$ cat config.mk
export PLATFORM = sky130hd
export DESIGN_NAME = hex_display_scanner
export DESIGN_NICKNAME = d
export VERILOG_FILES = /design/src/rtl/hex_display_scanner.sv
export SDC_FILE = /design/constraint.sdc
export NUM_CORES = 1
export LEC_CHECK = 0
export CAP_MARGIN = 5
export CORE_ASPECT_RATIO = 1.2
export CORE_MARGIN = 2
export CORE_UTILIZATION = 49
export DETAILED_ROUTE_END_ITERATION = 6
export GPL_ROUTABILITY_DRIVEN = 1
export PLACE_DENSITY = 0.9
export SYNTH_ARGS = -nofsm -noshare
export SYNTH_HDL_FRONTEND = slang
export SYNTH_SLANG_ARGS = --single-unit
$ cat constraint.sdc
create_clock -name clk -period 3.1 [get_ports clk]
set_input_delay 0.465 -clock clk [delete_from_list [all_inputs] [get_ports clk]]
set_output_delay 0.465 -clock clk [all_outputs]
set_load 0.05 [all_outputs]
$ cat src/rtl/hex_display_scanner.sv
// Scanned 7-segment hex viewer for NUM_CH probe words, with a debounced channel-step button and a freeze input.
// Define HEX_DISP_LZB_EN to enable leading-zero blanking.
module hex_display_scanner #(
   parameter int  DATA_WIDTH   = 32,
   parameter int  NUM_CH       = 4,
   parameter int  NUM_DIGITS   = 8,
   parameter int  PRESCALE     = 50000,
   parameter int  DEBOUNCE_CYC = 500000,
   localparam int CH_W         = (NUM_CH > 1) ? $clog2(NUM_CH) : 1
) (
   input  logic                         clk,
   input  logic                         rstn,
   input  logic [NUM_CH*DATA_WIDTH-1:0] ch_data,
   input  logic                         btn_next,
   input  logic                         freeze,
   output logic [6:0]                   seg_out,
   output logic [NUM_DIGITS-1:0]        digit_en,
   output logic [CH_W-1:0]              ch_idx
);

   localparam int DIG_W = (NUM_DIGITS > 1) ? $clog2(NUM_DIGITS) : 1;
   localparam int PRE_W = $clog2(PRESCALE);
   localparam int DB_W  = $clog2(DEBOUNCE_CYC);
   localparam int NIB_W = (DATA_WIDTH + 3) / 4;
   localparam int PAD_W = 4 * ((NIB_W > NUM_DIGITS) ? NIB_W : NUM_DIGITS);

   typedef enum logic {LVL_LOW, LVL_HIGH} lvl_t;

   lvl_t                  lvl_q, lvl_d;
   logic                  sync1, sync2;
   logic [DB_W-1:0]       db_q, db_d;
   logic                  rise_d, step_q, reload_q;
   logic [DATA_WIDTH-1:0] ch_sel, snap_q;
   logic [PAD_W-1:0]      snap_pad;
   logic [PRE_W-1:0]      pre_q;
   logic [DIG_W-1:0]      dig_q, dig_nxt;
   logic                  lit_q;
   logic [3:0]            nib;
   logic                  blank;
   logic [6:0]            seg_nxt;
`ifdef HEX_DISP_LZB_EN
   logic [NUM_DIGITS:0]   zero_from;
`endif

   function automatic logic [6:0] hex7(input logic [3:0] n);
      case (n)
         4'h0: return 7'h40;
         4'h1: return 7'h79;
         4'h2: return 7'h24;
         4'h3: return 7'h30;
         4'h4: return 7'h19;
         4'h5: return 7'h12;
         4'h6: return 7'h02;
         4'h7: return 7'h78;
         4'h8: return 7'h00;
         4'h9: return 7'h10;
         4'hA: return 7'h08;
         4'hB: return 7'h03;
         4'hC: return 7'h46;
         4'hD: return 7'h21;
         4'hE: return 7'h06;
         default: return 7'h0E;
      endcase
   endfunction

   // Accepted button level: a differing level must persist DEBOUNCE_CYC cycles
   always_comb begin
      lvl_d  = lvl_q;
      db_d   = '0;
      rise_d = 1'b0;
      if (sync2 != (lvl_q == LVL_HIGH)) begin
         if (db_q == DB_W'(DEBOUNCE_CYC - 1)) begin
            lvl_d  = sync2 ? LVL_HIGH : LVL_LOW;
            rise_d = sync2;
         end else begin
            db_d = db_q + 1'b1;
         end
      end
   end

   always_ff @(posedge clk or negedge rstn) begin
      if (!rstn) begin
         sync1    <= 1'b0;
         sync2    <= 1'b0;
         lvl_q    <= LVL_LOW;
         db_q     <= '0;
         step_q   <= 1'b0;
         reload_q <= 1'b0;
         ch_idx   <= '0;
      end else begin
         sync1    <= btn_next;
         sync2    <= sync1;
         lvl_q    <= lvl_d;
         db_q     <= db_d;
         step_q   <= rise_d;
         reload_q <= step_q;
         if (step_q) begin
            ch_idx <= (ch_idx == CH_W'(NUM_CH - 1)) ? '0 : ch_idx + 1'b1;
         end
      end
   end

   always_comb begin
      ch_sel = ch_data[ch_idx*DATA_WIDTH +: DATA_WIDTH];
   end

   // reload_q forces one load from the newly selected channel even while frozen
   always_ff @(posedge clk or negedge rstn) begin
      if (!rstn) begin
         snap_q <= '0;
      end else if (!freeze || reload_q) begin
         snap_q <= ch_sel;
      end
   end

   always_comb begin
      snap_pad = PAD_W'(snap_q);
      if (!lit_q || dig_q == DIG_W'(NUM_DIGITS - 1)) begin
         dig_nxt = '0;
      end else begin
         dig_nxt = dig_q + 1'b1;
      end
      nib   = snap_pad[dig_nxt*4 +: 4];
      blank = (32'(dig_nxt) >= NIB_W);
`ifdef HEX_DISP_LZB_EN
      zero_from             = '0;
      zero_from[NUM_DIGITS] = 1'b1;
      for (int unsigned i = 0; i < NUM_DIGITS; i++) begin
         zero_from[NUM_DIGITS-1-i] = zero_from[NUM_DIGITS-i]
                                     && (snap_pad[(NUM_DIGITS-1-i)*4 +: 4] == 4'h0);
      end
      blank = blank || ((dig_nxt != '0) && zero_from[dig_nxt]);
`endif
      seg_nxt = blank ? 7'h7F : hex7(nib);
   end

   // Outputs are decoded from the next digit index so segments and enable switch together
   always_ff @(posedge clk or negedge rstn) begin
      if (!rstn) begin
         pre_q    <= '0;
         dig_q    <= '0;
         lit_q    <= 1'b0;
         seg_out  <= 7'h7F;
         digit_en <= '1;
      end else if (pre_q == PRE_W'(PRESCALE - 1)) begin
         pre_q    <= '0;
         dig_q    <= dig_nxt;
         lit_q    <= 1'b1;
         seg_out  <= seg_nxt;
         digit_en <= ~(NUM_DIGITS'(1) << dig_nxt);
      end else begin
         pre_q <= pre_q + 1'b1;
      end
   end

endmodule

# Word-level counts from Yosys, hierarchy flattened
# Memories as Yosys holds them, arrays and structs flattened. A register that Yosys moved wholly into a read port is not among the register bits.
# Cells that the tools add are included.
# Widths: inputs -> output; s select.
[word_totals]
reg_bits = 86
latch_bits = 0
ram_bits = 0
mem_bits_ro = 112
input_bits = 132
output_inout_bits = 17
elab_cells = 40
memories = 1
[classes]
add_sub_neg = 4
mul = 0
div = 0
magnitude_cmp = 0
eq_ne = 5
shift = 3
n_mux = 8
bitwise = 1
n_reduce_logical = 6
[memory_table]
columns = ["name", "depth", "word_bits", "read_ports", "rd_ports_with_merged_regs", "write_ports", "line", "rtl"]
rows = [
  ["(name not given)", 16, 7, 1, 1, 0, "46", "case (n)"],
]
[op_table]
columns = ["operator", "n"]
rows = [
  ["$shiftx 128x8->32", 1],
  ["$mux 19", 2],
  ["$shiftx 32x6->4", 1],
  ["$add 19x1->19 const B", 1],
  ["$eq 19x19->1 const B", 1],
  ["$add 16x1->16 const B", 1],
  ["$eq 16x16->1 const B", 1],
  ["$mux 16", 1],
  ["$not 8->8", 1],
  ["$shl 1x3->8 const A", 1],
  ["$add 3x1->3 const B", 1],
  ["$eq 3x3->1 const B", 1],
  ["$logic_not 1->1", 3],
  ["$mux 1", 3],
  ["$mux 3", 1],
  ["$add 2x1->2 const B", 1],
  ["$eq 2x2->1 const B", 1],
  ["$logic_or 1x1->1", 2],
  ["$mux 2", 1],
  ["$reduce_and 2->1", 1],
  ["$ne 1x1->1", 1],
]

# Longest topological paths before layout
[logic_depth]
depth_word = 5
mapped_depth = 13
mapped_depth_nobuf = 12

# Worst setup path before layout
# Ideal clock, no wire load.
[synth_timing]
kind = "reg2reg"
start = "register dig_q[0]"
end = "register seg_out[0]"
setup_ps = 80
t_arrival_ps = 2644
t_required_ps = 3020
setup_slack_ps = 376
stages_incl_launch_ff = 13
n_path_buf = 2
period_less_slack_ps = 2724
cell_sequence = "dfrtp_1 -> ha_1 -> buf_6 -> buf_6 -> mux2_2 -> o21ai_0 -> o21ai_0 -> a21oi_1 -> inv_1 -> ha_1 -> or3_1 -> o2111ai_1 -> nand2_1"
[synth_between]
elab_chain_len = 4
word_cells_on_any_way = 5
classes_between = "add/sub: 1; eq/ne: 1; shift: 1; mux: 1; reduce/logical: 1"
[synth_lines]
columns = ["element", "line", "rtl"]
rows = [
  ["start, declared", "36", "logic [DIG_W-1:0] dig_q, dig_nxt;"],
  ["start signal, assigned", "147", "dig_q <= dig_nxt;"],
  ["parallel branches: the longest is 2 deep, another holds $add 3x1->3", "--", ""],
  ["$mux 3 *", "118", "if (!lit_q || dig_q == DIG_W'(NUM_DIGITS - 1)) begin"],
  ["$shiftx 32x6->4 *", "123", "nib = snap_pad[dig_nxt*4 +: 4];"],
  ["end, declared", "16", "output logic [6:0] seg_out,"],
]
# Every way passes the cells marked *.
# A chain may end at the register's enable or synchronous reset.

# Worst setup path in the final report
[layout_timing]
start = "register dig_q[0]"
end = "register seg_out[4]"
# The elaborated chain is that of the path after synthesis.

==> reports/qor.csv <==
metric,value,unit
most frequent cells in the layout,"sky130_fd_sc_hd__clkdlybuf4s50_1 (147), sky130_fd_sc_hd__dfrtp_1 (77), sky130_fd_sc_hd__nor2_1 (49)",
remaining max-slew budget at the tightest pin,47.6,%
maximum number of pins on one net before global-route repair,57,
"slowest stage delay, CP",430,ps
met2 usage,40.6,%
crit start category,register,
summed instance area of the synthesized netlist,0.00526,sq mm
antenna diode instance count,0,
most used flip-flop cell after synthesis,sky130_fd_sc_hd__dfrtp_1,
flop2flop setup slack,330,ps
via count,4154,
slowest cell on the critical path,sky130_fd_sc_hd__or3_1,
Seq. cell area,0.00235,sq mm
tightest hold margin,183,ps
io pins,149,
Final Wtd Congestion,0.870,
worst reg2reg path depth,11,
worst-case vdd ir drop,0.000298,V
# Post-CTS Setup Buffers,0,
DR pass1 iterations,4,
clock-pin slew on the worst setup and hold paths,70,ps
net count of the finished layout,728,
unrepaired setup endpoints after global routing,no,
port bufs,148,
fraction of final layout cells with drive strength greater than 1,21.0,%
average detailed-routed wire length per instance,18.0,um
result of the run,finished clean,
clock insertion delay at the later pin of the skew report,340,ps
number of remaining DRC errors,0,
TritonCTS clock tree,built,
Setup Total Neg Slack,0,ps
hold buffer count at CTS,0,
fraction of registers with async set or reset after synthesis,100,%
final clock skew,8.84,ps
floorplan die area,0.0116,sq mm
HPWL Detailed,9890,um
count of different cell masters after synthesis,56,
Num CTS Buffers,9,
power density normalized to cell area,392,mW/mm^2
critical setup path kind,reg2reg,
GR Util All Layers,23.1,%
"EDFF count, synth",0,
effective utilization at floorplan,50.1,%
WP data required,3360,ps
number of fillers in the final layout,722,
total cell area at the placement stage,0.00686,sq mm
crit path time final,2770,ps
gate count of the mapped netlist,443,
vias per cell,5.78,
total congestion overflow,0,
met3 demand-to-capacity share in global routing,4.93,%
fraction of met1 tracks used by global routing,27.7,%
number of max-cap violations,0,
Area Growth Syn to Fin,36.2,%
Critical Path Fanout Max,11,
Synth Net Count,586,
cell mode on critical path,sky130_fd_sc_hd__ha_1,
Setup WS pre-CTS,380,ps
Final Slew Violations,0,
number of H-tree levels,3,
launch point of the worst path,dig_q[0]$_DFFE_PN0N_,
classification of the worst-slack hold path,in2async,
global-route layer with the greatest usage,met2,
Buffers & Inverters on Critical Path,2,
"Hold Violations, Final",0,
category of cells accounting for the largest share of critical-path delay,simple AND/OR/NAND/NOR gates,
synthesis-stage register bit count,93,
site row count,41,
area occupied by multi-input gates,0.00274,sq mm
transition at the pin with the smallest max-transition slack,785,ps
"Seq/Total Area, Yosys",44.6,%
ordered list of cells on the worst path,ha_1 > ha_1 > nand2b_1 > or3_1 > a32o_1 > inv_1 > ha_1 > inv_1 > nor3_1 > a21oi_1 > o21ai_1,
die extent in x,98.6,um
y dimension of the die,118,um
number of violations reported at the end of detailed-routing iteration 0,253,
average instance area after synthesis,11.9,sq um
Total Power,2810,uW
Critical Path End Type,register,
WP data arrival,3030,ps
highest achievable clock rate,361,MHz
Detailed Route WL,12900,um
LEAKAGE,0.00284,uW
"most common cell after layout, fill and taps aside",sky130_fd_sc_hd__clkdlybuf4s50_1,
total core area,0.0105,sq mm
final antenna-violating net count,0,
wire length of the first global-routing pass,21500,um
final instance area,0.00717,sq mm
final cycle utilization of the critical path,89.4,%
yosys synthesis warning count,0,
Max Root-Sink Buffers,2,
cells resized by post-CTS repair,0,
CTS root buf,sky130_fd_sc_hd__clkbuf_16,
via count of the first global-routing pass,4439,
launch instance of the worst register-to-register path,dig_q[0]$_DFFE_PN0N_,
initial antenna violation count,0,
CTS Sinks,93,
reg-to-reg critical path endpoint,seg_out[4]$_DFFE_PN1N_,
Worst Slack Setup Final,329,ps
setup violators final,0,
## layout make-up
type | count | area share [%]
clock inverter | 1 | 0.419
timing repair buffer | 160 | 22.2
multi-input combinational | 316 | 38.2
tap | 129 | 2.25
clock buffer | 15 | 3.87
sequential | 93 | 32.7
inverter | 5 | 0.262
## registers in the layout, indices dropped and copies added (netlist names)
name,flops
digit_en,8
lvl_q,1
snap_pad,32
db_q,19
pre_q,16
lit_q,1
ch_idx,2
sync2,1
reload_q,1
sync1,1
dig_q,3
seg_out,7
step_q,1
## worst max path at each step
| stage | depth (start not counted) | slack [ps] | endpoint |
|---|---|---|---|
| 2_1_floorplan | 12 | 380 | seg_out[0]$_DFFE_PN1N_ |
| 3_3_place_gp | 9 | 510 | seg_out[1]$_DFFE_PN1N_ |
| 3_5_place_dp | 11 | 380 | seg_out[4]$_DFFE_PN1N_ |
| 4_1_cts | 11 | 360 | seg_out[4]$_DFFE_PN1N_ |
| 5_1_grt | 10 | 140 | seg_out[0]$_DFFE_PN1N_ |
| 6_report | 11 | 330 | seg_out[4]$_DFFE_PN1N_ |
## cell usage after synthesis (7+ instances only)
library cell | n | share of area, %
sky130_fd_sc_hd__dfrtp_1 | 78 | 37
sky130_fd_sc_hd__nor2_1 | 49 | 3.5
sky130_fd_sc_hd__mux2_2 | 39 | 8.3
sky130_fd_sc_hd__nand2_1 | 35 | 2.5
sky130_fd_sc_hd__mux4_2 | 32 | 14
sky130_fd_sc_hd__xnor2_1 | 17 | 2.8
sky130_fd_sc_hd__clkbuf_1 | 15 | 1.1
sky130_fd_sc_hd__dfstp_2 | 15 | 7.5
sky130_fd_sc_hd__nand3_1 | 15 | 1.4
sky130_fd_sc_hd__xor2_1 | 15 | 2.5
sky130_fd_sc_hd__o21ai_0 | 12 | 1.1
sky130_fd_sc_hd__ha_1 | 11 | 2.6
sky130_fd_sc_hd__and3_1 | 10 | 1.2
sky130_fd_sc_hd__buf_2 | 8 | 0.76
sky130_fd_sc_hd__nor3_1 | 7 | 0.67
## per-layer routing
layer / share of wire, % / wire length, um / up-vias
li1: - / - / 1891
met1: 39 / 5030 / 2077
met2: 54 / 6920 / 154
met3: 4.8 / 616 / 32
met4: 2.7 / 347 / 0
met5: 0 / 0 / -
## power by group
part	switching [uW]	internal [uW]	leakage, uW
clock	435	692	0.000150
sequential	33.5	1260	0.00115
combinational	130	258	0.00154
## through the flow
step / std cells / utilization, %
after floorplan: 443 / -
after detailed placement: 703 / 65.3
after CTS: 719 / 68.2
final: 719 / 68.2
after global placement: 703 / 65.3
after global routing: 719 / 68.2
## kinds of logic (layout without fill, tap and decap cells)
| group | after synthesis | count (layout) | synth area share [%] |
|---|---|---|---|
| and+or+nand+nor | 150 | 150 | 14.3 |
| DFF | 93 | 93 | 44.6 |
| muxes | 79 | 79 | 23.7 |
| AOI/OAI and AO/OA | 44 | 44 | 6.23 |
| buffers and inverters | 34 | 181 | 3.33 |
| xor gates and xnor gates | 32 | 32 | 5.32 |
| adders and majority gates | 11 | 11 | 2.61 |
(Power assumes the default switching activity.)
